[src/rtl/dma_ctrl.sv]
// dma_ctrl: block-copy DMA between the 6502 core and single-port system memory.
// Stalls the core via cpu_rdy, copies 1..256 bytes (length 0 = 256), then hands
// the bus back. While idle, memory is a transparent pass-through of the core bus.
// Build option: define DMA_DST_INC_EN for memory-to-memory copies (destination
// increments per byte); leave it undefined for memory-to-port copies where the
// destination stays fixed at the latched address.
//
// state | meaning
// ------+-----------------------------------------------------------
// IDLE  | core owns the bus, waiting for start
// HALT  | core stalled, still owns the bus to finish an in-flight write
// RD    | DMA presents source address; data returns next cycle
// WR    | DMA writes returned byte to destination, advances pointers
// DONE  | one-cycle completion pulse, core already owns the bus again
module dma_ctrl (
  input  logic        clk,
  input  logic        resetn,
  input  logic        start,
  input  logic [15:0] src_addr,
  input  logic [15:0] dst_addr,
  input  logic [7:0]  length,
  output logic        busy,
  output logic        done,
  input  logic [15:0] cpu_address,
  input  logic [7:0]  cpu_wr_data,
  input  logic        cpu_wr_enable,
  output logic        cpu_rdy,
  output logic [7:0]  cpu_rd_data,
  output logic [15:0] mem_address,
  output logic [7:0]  mem_wr_data,
  output logic        mem_wr_enable,
  input  logic [7:0]  mem_rd_data
);

  typedef enum logic [2:0] {
    S_IDLE,
    S_HALT,
    S_RD,
    S_WR,
    S_DONE
  } state_t;

  state_t      state;
  logic [15:0] src_q;
  logic [15:0] dst_q;
  logic [8:0]  count_q;
  logic        busy_q;
  logic        done_q;
  logic        rdy_q;

  // Transfer sequencing; busy/done/cpu_rdy are registered alongside the state.
  always_ff @(posedge clk) begin
    if (!resetn) begin
      state   <= S_IDLE;
      src_q   <= 16'h0000;
      dst_q   <= 16'h0000;
      count_q <= 9'd0;
      busy_q  <= 1'b0;
      done_q  <= 1'b0;
      rdy_q   <= 1'b1;
    end else begin
      case (state)
        S_IDLE: begin
          if (start) begin
            src_q   <= src_addr;
            dst_q   <= dst_addr;
            count_q <= (length == 8'd0) ? 9'd256 : {1'b0, length};
            state   <= S_HALT;
            busy_q  <= 1'b1;
            rdy_q   <= 1'b0;
          end
        end
        S_HALT: begin
          // The core can only be halted on a read cycle.
          if (!cpu_wr_enable) begin
            state <= S_RD;
          end
        end
        S_RD: begin
          state <= S_WR;
        end
        S_WR: begin
          src_q   <= src_q + 16'd1;
`ifdef DMA_DST_INC_EN
          dst_q   <= dst_q + 16'd1;
`else
          dst_q   <= dst_q;
`endif
          count_q <= count_q - 9'd1;
          if (count_q == 9'd1) begin
            state  <= S_DONE;
            done_q <= 1'b1;
            rdy_q  <= 1'b1;
          end else begin
            state <= S_RD;
          end
        end
        S_DONE: begin
          state  <= S_IDLE;
          done_q <= 1'b0;
          busy_q <= 1'b0;
        end
        default: begin
          state  <= S_IDLE;
          busy_q <= 1'b0;
          done_q <= 1'b0;
          rdy_q  <= 1'b1;
        end
      endcase
    end
  end

  // Bus mux: core passes through except during RD/WR, when the DMA drives memory.
  always_comb begin
    mem_address   = cpu_address;
    mem_wr_data   = cpu_wr_data;
    mem_wr_enable = cpu_wr_enable;
    case (state)
      S_RD: begin
        mem_address   = src_q;
        mem_wr_enable = 1'b0;
      end
      S_WR: begin
        mem_address   = dst_q;
        mem_wr_data   = mem_rd_data;
        mem_wr_enable = 1'b1;
      end
      default: begin
        mem_address   = cpu_address;
        mem_wr_data   = cpu_wr_data;
        mem_wr_enable = cpu_wr_enable;
      end
    endcase
  end

  assign busy        = busy_q;
  assign done        = done_q;
  assign cpu_rdy     = rdy_q;
  assign cpu_rd_data = mem_rd_data;

endmodule

[config.mk]
export PLATFORM = sky130hd
export DESIGN_NAME = dma_ctrl
export DESIGN_NICKNAME = d
export VERILOG_FILES = /design/src/rtl/dma_ctrl.sv
export SDC_FILE = /design/constraint.sdc
export NUM_CORES = 1
export LEC_CHECK = 0
export CORE_MARGIN = 3
export CORE_UTILIZATION = 39
export CTS_BUF_LIST = sky130_fd_sc_hd__clkbuf_4 sky130_fd_sc_hd__clkbuf_8 sky130_fd_sc_hd__clkbuf_16
export DETAILED_ROUTE_END_ITERATION = 8
export MAX_ROUTING_LAYER = met4
export PLACE_DENSITY = 0.79
export SLEW_MARGIN = 5
export SYNTH_ARGS = -nofsm -noshare
export SYNTH_HDL_FRONTEND = slang
export SYNTH_SLANG_ARGS = --single-unit
[constraint.sdc]
create_clock -name clk -period 1.9 [get_ports clk]
set_clock_uncertainty 0.2 [all_clocks]
set_input_delay 0.475 -clock clk [delete_from_list [all_inputs] [get_ports clk]]
set_output_delay 0.475 -clock clk [all_outputs]
set_load 0.02 [all_outputs]
==> results of run 1 <==
registers in the layout, summed over array words and instances, names as in the netlist:
register / count
busy: 1
dst_q: 16
state: 3
count_q: 9
done: 1
src_q: 16
cpu_rdy: 1
what timing repair did:
action | 4_1_cts | 5_1_grt
setup buffers | 4 | 9
setup endpoints to repair | 74 | 72
pin swaps | 21 | 62
cloned | 3 | 5
resized for setup | 216 | 135
per-layer routing:
| layer | vias to the layer above | track usage, % |
|---|---|---|
| li1 | 1626 | - |
| met1 | 1742 | 30.8 |
| met2 | 261 | 42.4 |
| met3 | 67 | 5.43 |
| met4 | 0 | 8.17 |
| met5 | - | - |
worst min-delay path, cell delays in order (launching register included):
cell and delay, ns:
sky130_fd_sc_hd__dfxtp_1 0.33, sky130_fd_sc_hd__nand2_2 0.06, sky130_fd_sc_hd__a21oi_1 0.05
through the flow:
step | hold WS (ns) | total power, mW | area [um2] | cells | setup slack [ns]
2_1_floorplan | 0.236 | 1.57 | 2800 | 369 | -0.0870
3_3_place_gp | 0.239 | 2.02 | 4280 | 590 | -0.481
3_5_place_dp | 0.245 | 2.04 | 4280 | 590 | -0.481
4_1_cts | 0.258 | 2.99 | 4620 | 605 | -0.129
5_1_grt | 0.306 | 3.42 | 5270 | 617 | -0.279
6_report | 0.287 | 3.30 | 5270 | 617 | -0.211
logic make-up (layout without fill, tap and decap cells):
logic type	after synthesis	after routing
AO/OA/AOI/OAI	94	94
XOR/XNOR	2	2
adder cells (fa/ha/maj)	3	3
buffers and inverters	42	196
flip-flops	47	47
multiplexers	18	18
AND/OR/NAND/NOR	163	164
cell type report:
cell class,instances,area (um2)
clock buffers,5,68.8
flip-flops and latches,47,955
well taps,93,116
fillers,356,1300
inverters,7,26.3
clock inverters,3,67.6
repair buffers,181,1820
multi-input cells,281,2210
power by group through the flow:
| stage | combinational, mW | sequential, mW | clock, mW |
|---|---|---|---|
| 6_report | 1.26 | 1.14 | 0.900 |
| 5_1_grt | 1.32 | 1.15 | 0.949 |
| 4_1_cts | 0.981 | 1.12 | 0.892 |
| 3_5_place_dp | 0.903 | 1.14 | 0 |
| 3_3_place_gp | 0.887 | 1.13 | 0 |
| 2_1_floorplan | 0.436 | 1.14 | 0 |
final timing paths:
| check | from | end | slack [ns] |
|---|---|---|---|
| worst min register to register | dst_q[3] | dst_q[3] | 0.29 |
| worst min-delay path | dst_q[3] | dst_q[3] | 0.29 |
| worst max register to register | state[0] | src_q[15] | -0.20 |
| worst max-delay path | state[0] | mem_address[1] | -0.21 |
synthesized netlist by cell type (all sizes together) (3+ instances only):
cell,count,share of area [%]
nor3,8,1.5
or3,4,0.91
nand4b,3,0.96
nand3,17,3.3
a21oi,36,6.6
nor4,8,1.8
o21ai,23,4.2
a31oi,7,1.6
nand4,5,1.1
ha,3,1.4
dfxtp,47,34
nand2,91,12
o22ai,3,0.69
mux2i,17,6.2
inv,7,0.96
or4,3,0.96
nand2b,4,0.91
a2bb2oi,4,1.3
buf,17,4.0
o311ai,3,0.96
o221ai,3,0.96
clkbuf,18,2.5
a22oi,3,0.82
nor2,12,1.6
o211ai,4,1.1
==> tab_implementation.tex, run 1 <==
\begin{tabular}{lr}
\hline
Metric & Value \\
\hline
\multicolumn{2}{l}{\textbf{Routing}} \\
Met2 wire len & just over 6000 um \\
Via count & 3696 \\
Detail-routed via count per cell & between 5 and 6 \\
Detailed Routing Iterations Pass 1 & 7 \\
Post-detailed-route DRC marker count & 0 \\
Highest routing layer actually used & met4 \\
Post-detailed-route wirelength per cell & 20.6 um \\
Detailed Route WL & 12700 um \\
Count of antenna-violating nets left after detailed routing & 0 \\
Routed wire length on met3 & $\sim$1100 um \\
First DRT Iteration DRCs & 420 \\
Routed length on met1 & roughly 4800 um \\
\multicolumn{2}{l}{\textbf{Global routing}} \\
Wire length of the first global-routing pass & about 17000 um \\
Number of antenna violations at the first check in global routing & 0 \\
Maximum number of pins on one net before global-route repair & 21 \\
Global-route total usage across every layer & between 20\% and 30\% \\
GRT overflow & 0 \\
Vias in the first global route & 3350 \\
\multicolumn{2}{l}{\textbf{Critical path}} \\
Type of element launching the critical path & flop \\
Critical Path Sink Type & output pin \\
Critical path's largest stage delay & 0.38 ns \\
Critical Path, Cell by Cell & buf\_12 -> mux2i\_1 -> o21ai\_1 -> buf\_4 \\
CP Data Arrival Time & 1.44 ns \\
CP delay by family, top & flip-flops \\
Critical path class & reg -> out \\
Top fanout value on the critical path & 16 \\
Depth of the worst register-to-register path & 8 \\
Crit. path cell count & 4 \\
Number of buffer and inverter stages on the critical path & 2 \\
CP Data Required Time & 1.22 ns \\
Slowest stage cell, crit path & sky130\_fd\_sc\_hd\_\_dfxtp\_4 \\
\multicolumn{2}{l}{\textbf{Run}} \\
Count of max-cap constraint violations & 0 \\
\multicolumn{2}{l}{\textbf{Clock tree}} \\
H-tree levels & 2 \\
CTS clock-pin slew for the worst setup and hold paths & 0.09 ns \\
Clock tree from TritonCTS & yes \\
Number of sinks handled by clock tree synthesis & 47 \\
Longest Clk Path Bufs & 2 \\
Latest clock arrival within the worst-skew pair & approximately 0.32 ns \\
CTS Root Buffer Type & sky130\_fd\_sc\_hd\_\_clkbuf\_8 \\
Inserted Clock Buffers & 5 \\
Count of hold buffers inserted by post-cts repair & 0 \\
\multicolumn{2}{l}{\textbf{STA}} \\
PnR worst setup slack & -0.211 ns \\
Number of hold violations in the final report & 0 \\
Final-layout setup total negative slack & -7.27 ns \\
Highest clock rate & 0.474 GHz \\
RSZ-0062 raised after global routing & true \\
Slew Limit Fails & 0 \\
Final Setup Violations & 66 \\
Transition at the pin with the smallest max-transition slack & 0.483 ns \\
Min Clock Period, post-route & 2.11 ns \\
Normalized max-slew margin & 67.5\% \\
Final critical-path share of the clock period & 111\% \\
\multicolumn{2}{l}{\textbf{Run status}} \\
Result of the run & finished, violations left \\
Violated checks & negative setup slack \\
\multicolumn{2}{l}{\textbf{Power and ir drop}} \\
Combinational power share & a little under two fifths \\
Cell area power density & 626 nW/um2 \\
Portion of total power attributed to sequential cells & 34.5\% \\
Leakage power figure & $\sim$2.2 nW \\
Internal cell power & 2.22 mW \\
Net switching share of the total power & roughly a third \\
Clock network fraction of design power & 27.3\% \\
Worst VDD drop & 0.000352 V \\
Net switching power & 1.08 mW \\
\multicolumn{2}{l}{\textbf{Logic synthesis}} \\
Cell count after synthesis & 369 \\
Post-Synth Adder-Cell Area & 1.37\% \\
Post-synthesis share of cell area spent on xor and xnor gates & 0.640\% \\
Count of yosys warnings during synthesis & 0 \\
Async set-reset flop share out of synthesis & 0\% \\
Largest family of logic cells by synthesized area & simple AND/OR/NAND/NOR gates \\
Syn nets & 448 \\
Number of enable flip-flop cells after synthesis & 0 \\
Syn avg cell area & approximately 7.4 um2 \\
Syn Std Cell Area & 2740 um2 \\
Post-synthesis sequential area ratio & approximately a third \\
Commonest register cell after synthesis & sky130\_fd\_sc\_hd\_\_dfxtp\_1 \\
Proportion of synthesized area in mux cells & 6.63\% \\
Simple-gate share of the synthesized area & roughly 29\% \\
Synth Area in Compound Gates & 20.7\% \\
Flops \& latches, synth & 47 \\
Netlist cell types & 46 \\
\multicolumn{2}{l}{\textbf{Floorplan}} \\
Placeable core area & about 6600 um2 \\
Total I/O pin count & 112 \\
Die X & roughly 90 um \\
Effective utilization at floorplan & 41.7\% \\
Chip height & 89.8 um \\
Number of cell rows & 29 \\
Area of the die & approximately 8000 um2 \\
\multicolumn{2}{l}{\textbf{Placed design}} \\
Port bufs & 111 \\
GPL Wtd Cong & 0.941 \\
Placed wire-length estimate & 6900 um \\
\multicolumn{2}{l}{\textbf{Final layout}} \\
Most common cell after layout, fill and taps aside & sky130\_fd\_sc\_hd\_\_clkdlybuf4s50\_1 \\
Layout cell share with drive strength beyond 1 & 45.2\% \\
Antenna diode count & 0 \\
Most frequent cells in the layout & 74 x sky130\_fd\_sc\_hd\_\_clkdlybuf4s50\_1, 49 x sky130\_fd\_sc\_hd\_\_buf\_4, 43 x sky130\_fd\_sc\_hd\_\_nand2\_1 \\
Final design utilization & between 80\% and 90\% \\
Post-layout net count & 602 \\
Synth-to-Final Area Change & 92.6\% \\
\multicolumn{2}{l}{\textbf{Hold path}} \\
Path category of the worst min-delay check & reg -> reg \\
Cells on Worst Hold Path & 2 \\
\hline
\end{tabular}
Power figures use the tool's default switching activity.
==> run 2, diff against run 1 <==
--- a/config.mk
+++ b/config.mk
@@ -8,9 +8,11 @@
 export CORE_MARGIN = 3
 export CORE_UTILIZATION = 39
 export CTS_BUF_LIST = sky130_fd_sc_hd__clkbuf_4 sky130_fd_sc_hd__clkbuf_8 sky130_fd_sc_hd__clkbuf_16
+export CTS_CLUSTER_DIAMETER = 30
 export DETAILED_ROUTE_END_ITERATION = 8
 export MAX_ROUTING_LAYER = met4
 export PLACE_DENSITY = 0.79
+export SKIP_CTS_REPAIR_TIMING = 1
 export SLEW_MARGIN = 5
 export SYNTH_ARGS = -nofsm -noshare
 export SYNTH_HDL_FRONTEND = slang
==> run 2 against run 1 <==
Critical path depth unchanged. Global-route usage is 2.6 points lower. Maximum frequency down 1.8%. Final cell count grew 1.1%. Largest cell class unchanged. Critical path type unchanged. Via count is 3.3% higher. Worst setup slack got worse by 0.038 ns. Power increased by 3.6%. The flow still finishes with violations (negative setup slack). Routed wire length rose by 13%. Die area did not move. Clock power increased by 2%. Core utilization is 2.7 points higher.
==> tab_implementation.tex, run 2 (same netlist as run 1, synthesis figures left out) <==
\begin{tabular}{lr}
\hline
Metric & Value \\
\hline
\multicolumn{2}{l}{\textbf{Critical path}} \\
CP Data Required Time & $\sim$1.2 ns \\
Type of element launching the critical path & flop \\
Slowest stage cell, crit path & sky130\_fd\_sc\_hd\_\_dfxtp\_4 \\
Capturing element of the worst setup path & mem\_address[14] \\
Depth of the worst register-to-register path & 6 \\
Start of the worst register-to-register path & state[1] \\
CP delay by family, top & flip-flops \\
Crit. Startpoint & state[0] \\
Crit. path cell count & 4 \\
CP Data Arrival Time & 1.47 ns \\
Worst reg-to-reg setup slack & -0.23 ns \\
Reg-to-Reg End & src\_q[12] \\
Critical path's largest stage delay & 0.41 ns \\
Number of buffer and inverter stages on the critical path & 2 \\
Critical Path Sink Type & output pin \\
Critical path class & reg -> out \\
Critical Path, Cell by Cell & clkbuf\_16 -> mux2i\_2 -> o21ai\_2 -> buf\_6 \\
Top fanout value on the critical path & 8 \\
\multicolumn{2}{l}{\textbf{Power and ir drop}} \\
Leakage power figure & 2.25 nW \\
Worst VDD drop & 0.000404 V \\
Cell area power density & about 630 nW/um2 \\
Total power of the final layout & 3.42 mW \\
\multicolumn{2}{l}{\textbf{Final layout}} \\
\# fillers & between 300 and 400 \\
Final design utilization & 83.0\% \\
Synth-to-Final Area Change & 99.2\% \\
Post-layout net count & 609 \\
Most common cell after layout, fill and taps aside & sky130\_fd\_sc\_hd\_\_clkdlybuf4s50\_1 \\
Antenna diode count & 0 \\
Registers with the most flip-flops & dst\_q (16), src\_q (16), count\_q (9) \\
Most frequent cells in the layout & 75 x sky130\_fd\_sc\_hd\_\_clkdlybuf4s50\_1, 51 x sky130\_fd\_sc\_hd\_\_nand2\_1, 50 x sky130\_fd\_sc\_hd\_\_buf\_4 \\
Layout cell share with drive strength beyond 1 & 45.6\% \\
Final cell count without fillers & 624 \\
\multicolumn{2}{l}{\textbf{STA}} \\
Number of hold violations in the final report & 0 \\
Slew Limit Fails & 0 \\
PnR worst setup slack & -0.249 ns \\
Transition at the pin with the smallest max-transition slack & about 0.45 ns \\
Min Clock Period, post-route & 2.15 ns \\
RSZ-0062 raised after global routing & true \\
Final critical-path share of the clock period & 113\% \\
Highest clock rate & about 0.47 GHz \\
Normalized max-slew margin & 69.7\% \\
Final Setup Violations & 68 \\
\multicolumn{2}{l}{\textbf{Routing}} \\
Post-detailed-route DRC marker count & 0 \\
Detailed Route WL & 14400 um \\
First DRT Iteration DRCs & 363 \\
Count of antenna-violating nets left after detailed routing & 0 \\
Post-detailed-route wirelength per cell & 23.1 um \\
Detailed Routing Iterations Pass 1 & 5 \\
Via count & 3819 \\
Detail-routed via count per cell & 6.12 \\
\multicolumn{2}{l}{\textbf{Global routing}} \\
Number of antenna violations at the first check in global routing & 0 \\
Maximum number of pins on one net before global-route repair & 34 \\
GRT overflow & 0 \\
Global-route total usage across every layer & a little under a quarter \\
Wire length of the first global-routing pass & 15000 um \\
Vias in the first global route & 3060 \\
\multicolumn{2}{l}{\textbf{Run status}} \\
Violated checks & negative setup slack \\
Result of the run & finished, violations left \\
\multicolumn{2}{l}{\textbf{Clock tree}} \\
Clock tree from TritonCTS & yes \\
Number of sinks handled by clock tree synthesis & 47 \\
Latest clock arrival within the worst-skew pair & 0.32 ns \\
CTS clock-pin slew for the worst setup and hold paths & 0.09 ns \\
CTS Root Buffer Type & sky130\_fd\_sc\_hd\_\_clkbuf\_8 \\
Longest Clk Path Bufs & 2 \\
H-tree levels & 2 \\
Inserted Clock Buffers & 5 \\
\multicolumn{2}{l}{\textbf{Floorplan}} \\
Placeable core area & 6570 um2 \\
Effective utilization at floorplan & 41.7\% \\
Total I/O pin count & roughly 110 \\
Die X & 89.8 um \\
Chip height & 89.8 um \\
Number of cell rows & 29 \\
Area of the die & between 8000 and 9000 um2 \\
\multicolumn{2}{l}{\textbf{Hold path}} \\
Cells on Worst Hold Path & 2 \\
Path category of the worst min-delay check & reg -> reg \\
\multicolumn{2}{l}{\textbf{Placed design}} \\
\# placed instances & roughly 600 \\
Port bufs & 111 \\
Worst slack after detailed placement & -0.481 ns \\
Placed wire-length estimate & 6900 um \\
GPL Wtd Cong & 0.941 \\
\multicolumn{2}{l}{\textbf{Run}} \\
Count of max-cap constraint violations & 0 \\
\hline
\end{tabular}
==> run 2: cell types whose count changed in the layout (fill, tap and decap cells not counted), moves of 4 or more <==
cell,before,now
sky130_fd_sc_hd__mux2i_4,0,6
sky130_fd_sc_hd__mux2i_1,10,4
sky130_fd_sc_hd__dlymetal6s2s_1,0,8
sky130_fd_sc_hd__buf_2,14,4
sky130_fd_sc_hd__buf_6,22,28
sky130_fd_sc_hd__nand2_4,28,21
sky130_fd_sc_hd__dlygate4sd2_1,4,0
sky130_fd_sc_hd__nand2_1,43,51
==> run 2: report_power, final <==
part	internal (mW)	switching (mW)
combinational	0.692	0.655
sequential	1.06	0.0974
clock	0.526	0.392
==> run 2: routing by layer <==
| layer | track usage [%] | vias up | wire (um) |
|---|---|---|---|
| met1 | 29.3 | 1808 | 5320 |
| met4 | 5.11 | 0 | 778 |
| li1 | - | 1637 | - |
| met3 | 4.59 | 84 | 1250 |
| met2 | 37.3 | 290 | 7060 |
| met5 | - | - | 0 |
==> run 2: final cells by class <==
| class | instances | area [um2] | share of cell area, % |
|---|---|---|---|
| multi-input cells | 281 | 2250 | 41.3 |
| repair buffers | 188 | 1970 | 36.1 |
| flip-flops and latches | 47 | 952 | 17.5 |
| well taps | 93 | 116 | 2.13 |
| clock buffers | 5 | 68.8 | 1.26 |
| clock inverters | 3 | 67.6 | 1.24 |
| inverters | 7 | 26.3 | 0.482 |
==> run 2: worst min-delay path by stage <==
stage              start         to
2_1_floorplan   dst_q[0]   dst_q[0]
6_report            done       done
3_3_place_gp        done       done
4_1_cts         dst_q[2]   dst_q[2]
3_5_place_dp        done       done
5_1_grt        dst_q[13]  dst_q[13]
==> run 2: worst min-delay path, cell delays in order, from the launching register on <==
cell	delay, ns
sky130_fd_sc_hd__dfxtp_1	0.33
sky130_fd_sc_hd__inv_1	0.06
sky130_fd_sc_hd__a21oi_1	0.05
==> run 2: metrics by stage <==
| stage | hold WS, ns | setup TNS (ns) | area, um2 |
|---|---|---|---|
| floorplan | 0.236 | -0.756 | 2800 |
| detailed placement | 0.245 | -28.18 | 4280 |
| CTS | 0.260 | -21.31 | 4420 |
| finish | 0.278 | -8.95 | 5450 |
| global route | 0.302 | -11.54 | 5450 |
| global placement | 0.239 | -27.32 | 4280 |
==> run 3, diff against run 2 <==
--- a/config.mk
+++ b/config.mk
@@ -11,7 +11,7 @@
 export CTS_CLUSTER_DIAMETER = 30
 export DETAILED_ROUTE_END_ITERATION = 8
 export MAX_ROUTING_LAYER = met4
-export PLACE_DENSITY = 0.79
+export PLACE_DENSITY = 0.77
 export SKIP_CTS_REPAIR_TIMING = 1
 export SLEW_MARGIN = 5
 export SYNTH_ARGS = -nofsm -noshare
==> constraint.sdc (replaced) <==
create_clock -name clk -period 1.9 [get_ports clk]
set_clock_uncertainty 0.2 [all_clocks]
set_input_delay 0.38 -clock clk [delete_from_list [all_inputs] [get_ports clk]]
set_output_delay 0.38 -clock clk [all_outputs]
set_load 0.02 [all_outputs]
==> run 3 against run 2 <==
The run still ends with negative setup slack left. Non-clock buffer count rose by 1. Critical endpoint is now mem_wr_data[2]. Cell area decreased by 7.4%. Sequential power hardly changed. Critical path depth rose by 2. Die area stayed put. Via count fell by 6.8%. First-iteration DRC count down 12%. Register-to-register slack better by 0.096 ns.
==> tab_implementation.tex, run 3 (same netlist as run 1, synthesis figures left out) <==
\begin{tabular}{lr}
\hline
Metric & Value \\
\hline
\multicolumn{2}{l}{\textbf{Final layout}} \\
Antenna diode count & 0 \\
Synth-to-Final Area Change & 84.5\% \\
Post-layout net count & 610 \\
Most common cell after layout, fill and taps aside & sky130\_fd\_sc\_hd\_\_nand2\_1 \\
Registers with the most flip-flops & dst\_q (16), src\_q (16), count\_q (9) \\
Final design utilization & about three quarters \\
Most frequent cells in the layout & 78 x sky130\_fd\_sc\_hd\_\_nand2\_1, 77 x sky130\_fd\_sc\_hd\_\_clkdlybuf4s50\_1, 55 x sky130\_fd\_sc\_hd\_\_buf\_4 \\
Finished Cell Area & 5050 um2 \\
Layout cell share with drive strength beyond 1 & about a third \\
\multicolumn{2}{l}{\textbf{Global routing}} \\
Global-route total usage across every layer & a little over a fifth \\
Vias in the first global route & 2886 \\
Number of antenna violations at the first check in global routing & 0 \\
Maximum number of pins on one net before global-route repair & 34 \\
Wire length of the first global-routing pass & between 10000 and 15000 um \\
GRT overflow & 0 \\
\multicolumn{2}{l}{\textbf{Floorplan}} \\
Number of cell rows & 29 \\
Area of the die & 8060 um2 \\
Total I/O pin count & around 110 \\
Effective utilization at floorplan & between 40\% and 50\% \\
Chip height & 89.8 um \\
Placeable core area & 6570 um2 \\
Die X & 89.8 um \\
\multicolumn{2}{l}{\textbf{Critical path}} \\
Critical path's largest stage delay & 0.41 ns \\
Top fanout value on the critical path & 7 \\
Worst reg-to-reg setup slack & -0.13 ns \\
Depth of the worst register-to-register path & 8 \\
CP delay by family, top & buffers and inverters \\
Most repeated library cell on the critical path & sky130\_fd\_sc\_hd\_\_buf\_4 \\
Start of the worst register-to-register path & state[0] \\
CP Data Arrival Time & 1.45 ns \\
Number of buffer and inverter stages on the critical path & 3 \\
Slowest stage cell, crit path & sky130\_fd\_sc\_hd\_\_dfxtp\_4 \\
Critical path class & reg -> out \\
Reg-to-Reg End & src\_q[5] \\
Critical Path Sink Type & output pin \\
Crit. Startpoint & state[0] \\
Critical Path, Cell by Cell & buf\_12 -> nand3b\_4 -> buf\_4 -> nand2\_2 -> nand2\_1 -> buf\_4 \\
CP Data Required Time & $\sim$1.3 ns \\
Type of element launching the critical path & flop \\
\multicolumn{2}{l}{\textbf{Hold path}} \\
Path category of the worst min-delay check & reg -> reg \\
Cells on Worst Hold Path & 2 \\
WHS Endpoint & dst\_q[9] \\
Hold Startpoint & dst\_q[9] \\
\multicolumn{2}{l}{\textbf{Run status}} \\
Result of the run & finished, violations left \\
Violated checks & negative setup slack \\
\multicolumn{2}{l}{\textbf{Clock tree}} \\
CTS clock-pin slew for the worst setup and hold paths & 0.08 ns \\
H-tree levels & 2 \\
Number of sinks handled by clock tree synthesis & 47 \\
Clock tree from TritonCTS & yes \\
CTS Root Buffer Type & sky130\_fd\_sc\_hd\_\_clkbuf\_8 \\
Inserted Clock Buffers & 5 \\
Longest Clk Path Bufs & 2 \\
Latest clock arrival within the worst-skew pair & 0.31 ns \\
\multicolumn{2}{l}{\textbf{STA}} \\
Slew Limit Fails & 0 \\
Final-layout setup total negative slack & -2.11 ns \\
Final critical-path share of the clock period & 107\% \\
Transition at the pin with the smallest max-transition slack & 0.582 ns \\
Number of hold violations in the final report & 0 \\
PnR worst setup slack & -0.134 ns \\
RSZ-0062 raised after global routing & true \\
Min Clock Period, post-route & 2.03 ns \\
Final Setup Violations & 41 \\
Normalized max-slew margin & between 60 and 70\% \\
Highest clock rate & 0.492 GHz \\
\multicolumn{2}{l}{\textbf{Power and ir drop}} \\
Total power of the final layout & 2.91 mW \\
Leakage power figure & 2.12 nW \\
Cell area power density & 576 nW/um2 \\
Worst VDD drop & 0.000372 V \\
\multicolumn{2}{l}{\textbf{Routing}} \\
Routed wire length on met3 & between 800 and 900 um \\
Detailed Routing Iterations Pass 1 & 6 \\
Detailed Route WL & 11500 um \\
Count of antenna-violating nets left after detailed routing & 0 \\
Post-detailed-route DRC marker count & 0 \\
Met2 wire len & 5630 um \\
Highest routing layer actually used & met4 \\
Post-detailed-route wirelength per cell & roughly 18 um \\
Detail-routed via count per cell & 5.71 \\
Via count & 3558 \\
Routed length on met1 & 4710 um \\
First DRT Iteration DRCs & around 320 \\
\multicolumn{2}{l}{\textbf{Placed design}} \\
Placed inst area & 4210 um2 \\
Placed wire-length estimate & approximately 7000 um \\
GPL Wtd Cong & 0.887 \\
Port bufs & 111 \\
Worst slack after detailed placement & -0.326 ns \\
\multicolumn{2}{l}{\textbf{Run}} \\
Count of max-cap constraint violations & 0 \\
\hline
\end{tabular}
==> run 3: cell count changes in the layout (fill, tap and decap cells not counted), moves of 5 or more <==
| cell | before | now |
|---|---|---|
| sky130_fd_sc_hd__a21oi_2 | 27 | 12 |
| sky130_fd_sc_hd__mux2i_1 | 4 | 12 |
| sky130_fd_sc_hd__mux2i_4 | 6 | 1 |
| sky130_fd_sc_hd__buf_4 | 50 | 55 |
| sky130_fd_sc_hd__nand2_2 | 19 | 7 |
| sky130_fd_sc_hd__o21ai_2 | 10 | 3 |
| sky130_fd_sc_hd__nand2_1 | 51 | 78 |
| sky130_fd_sc_hd__o21ai_1 | 9 | 16 |
| sky130_fd_sc_hd__a21oi_1 | 9 | 24 |
| sky130_fd_sc_hd__buf_6 | 28 | 17 |
| sky130_fd_sc_hd__nand2_4 | 21 | 6 |
| sky130_fd_sc_hd__buf_2 | 4 | 10 |
==> run 3: worst max path at each step <==
stage                     slack, ns  cells after the start         endpoint
after global placement        -0.31                      6        src_q[14]
final                         -0.13                      6   mem_wr_data[2]
after global routing          -0.20                      8         src_q[5]
after CTS                     -0.56                      4   mem_wr_data[4]
after detailed placement      -0.33                      6        src_q[14]
after floorplan               -0.08                      4  mem_address[10]
==> run 3: power breakdown <==
| part | internal (mW) | total, mW | switching (mW) |
|---|---|---|---|
| Combinational | 0.633 | 1.18 | 0.544 |
| Clock | 0.260 | 0.591 | 0.331 |
| Sequential | 1.06 | 1.14 | 0.0788 |
| Total | 1.95 | 2.91 | 0.954 |
==> run 3: area by class of cell <==
| type | instances | area [um2] |
|---|---|---|
| clock buffer | 6 | 76.3 |
| fill | 439 | 1520 |
| inverter | 7 | 26.3 |
| multi-input combinational | 281 | 1930 |
| sequential | 47 | 950 |
| tap | 93 | 116 |
| timing repair buffer | 189 | 1950 |
==> run 3: worst reg2reg max path, stage by stage (launching register included) <==
cell and delay, ns:
sky130_fd_sc_hd__dfxtp_4 0.39, sky130_fd_sc_hd__clkbuf_16 0.17, sky130_fd_sc_hd__buf_6 0.12, sky130_fd_sc_hd__nor4b_4 0.35
sky130_fd_sc_hd__buf_4 0.18, sky130_fd_sc_hd__buf_8 0.13, sky130_fd_sc_hd__buf_12 0.12, sky130_fd_sc_hd__nand2_1 0.09
sky130_fd_sc_hd__a31oi_1 0.20
==> run 3: layer usage <==
layer  vias to the layer above  track usage (%)
met3                        34             4.59
met4                         0             5.75
met2                       194             34.8
met5                         -                -
li1                       1646                -
met1                      1684             27.4
==> run 3: metrics by stage <==
step	hold WS, ns	cells
floorplan	0.236	369
global placement	0.240	587
detailed placement	0.248	587
CTS	0.259	593
global route	0.288	623
finish	0.266	623
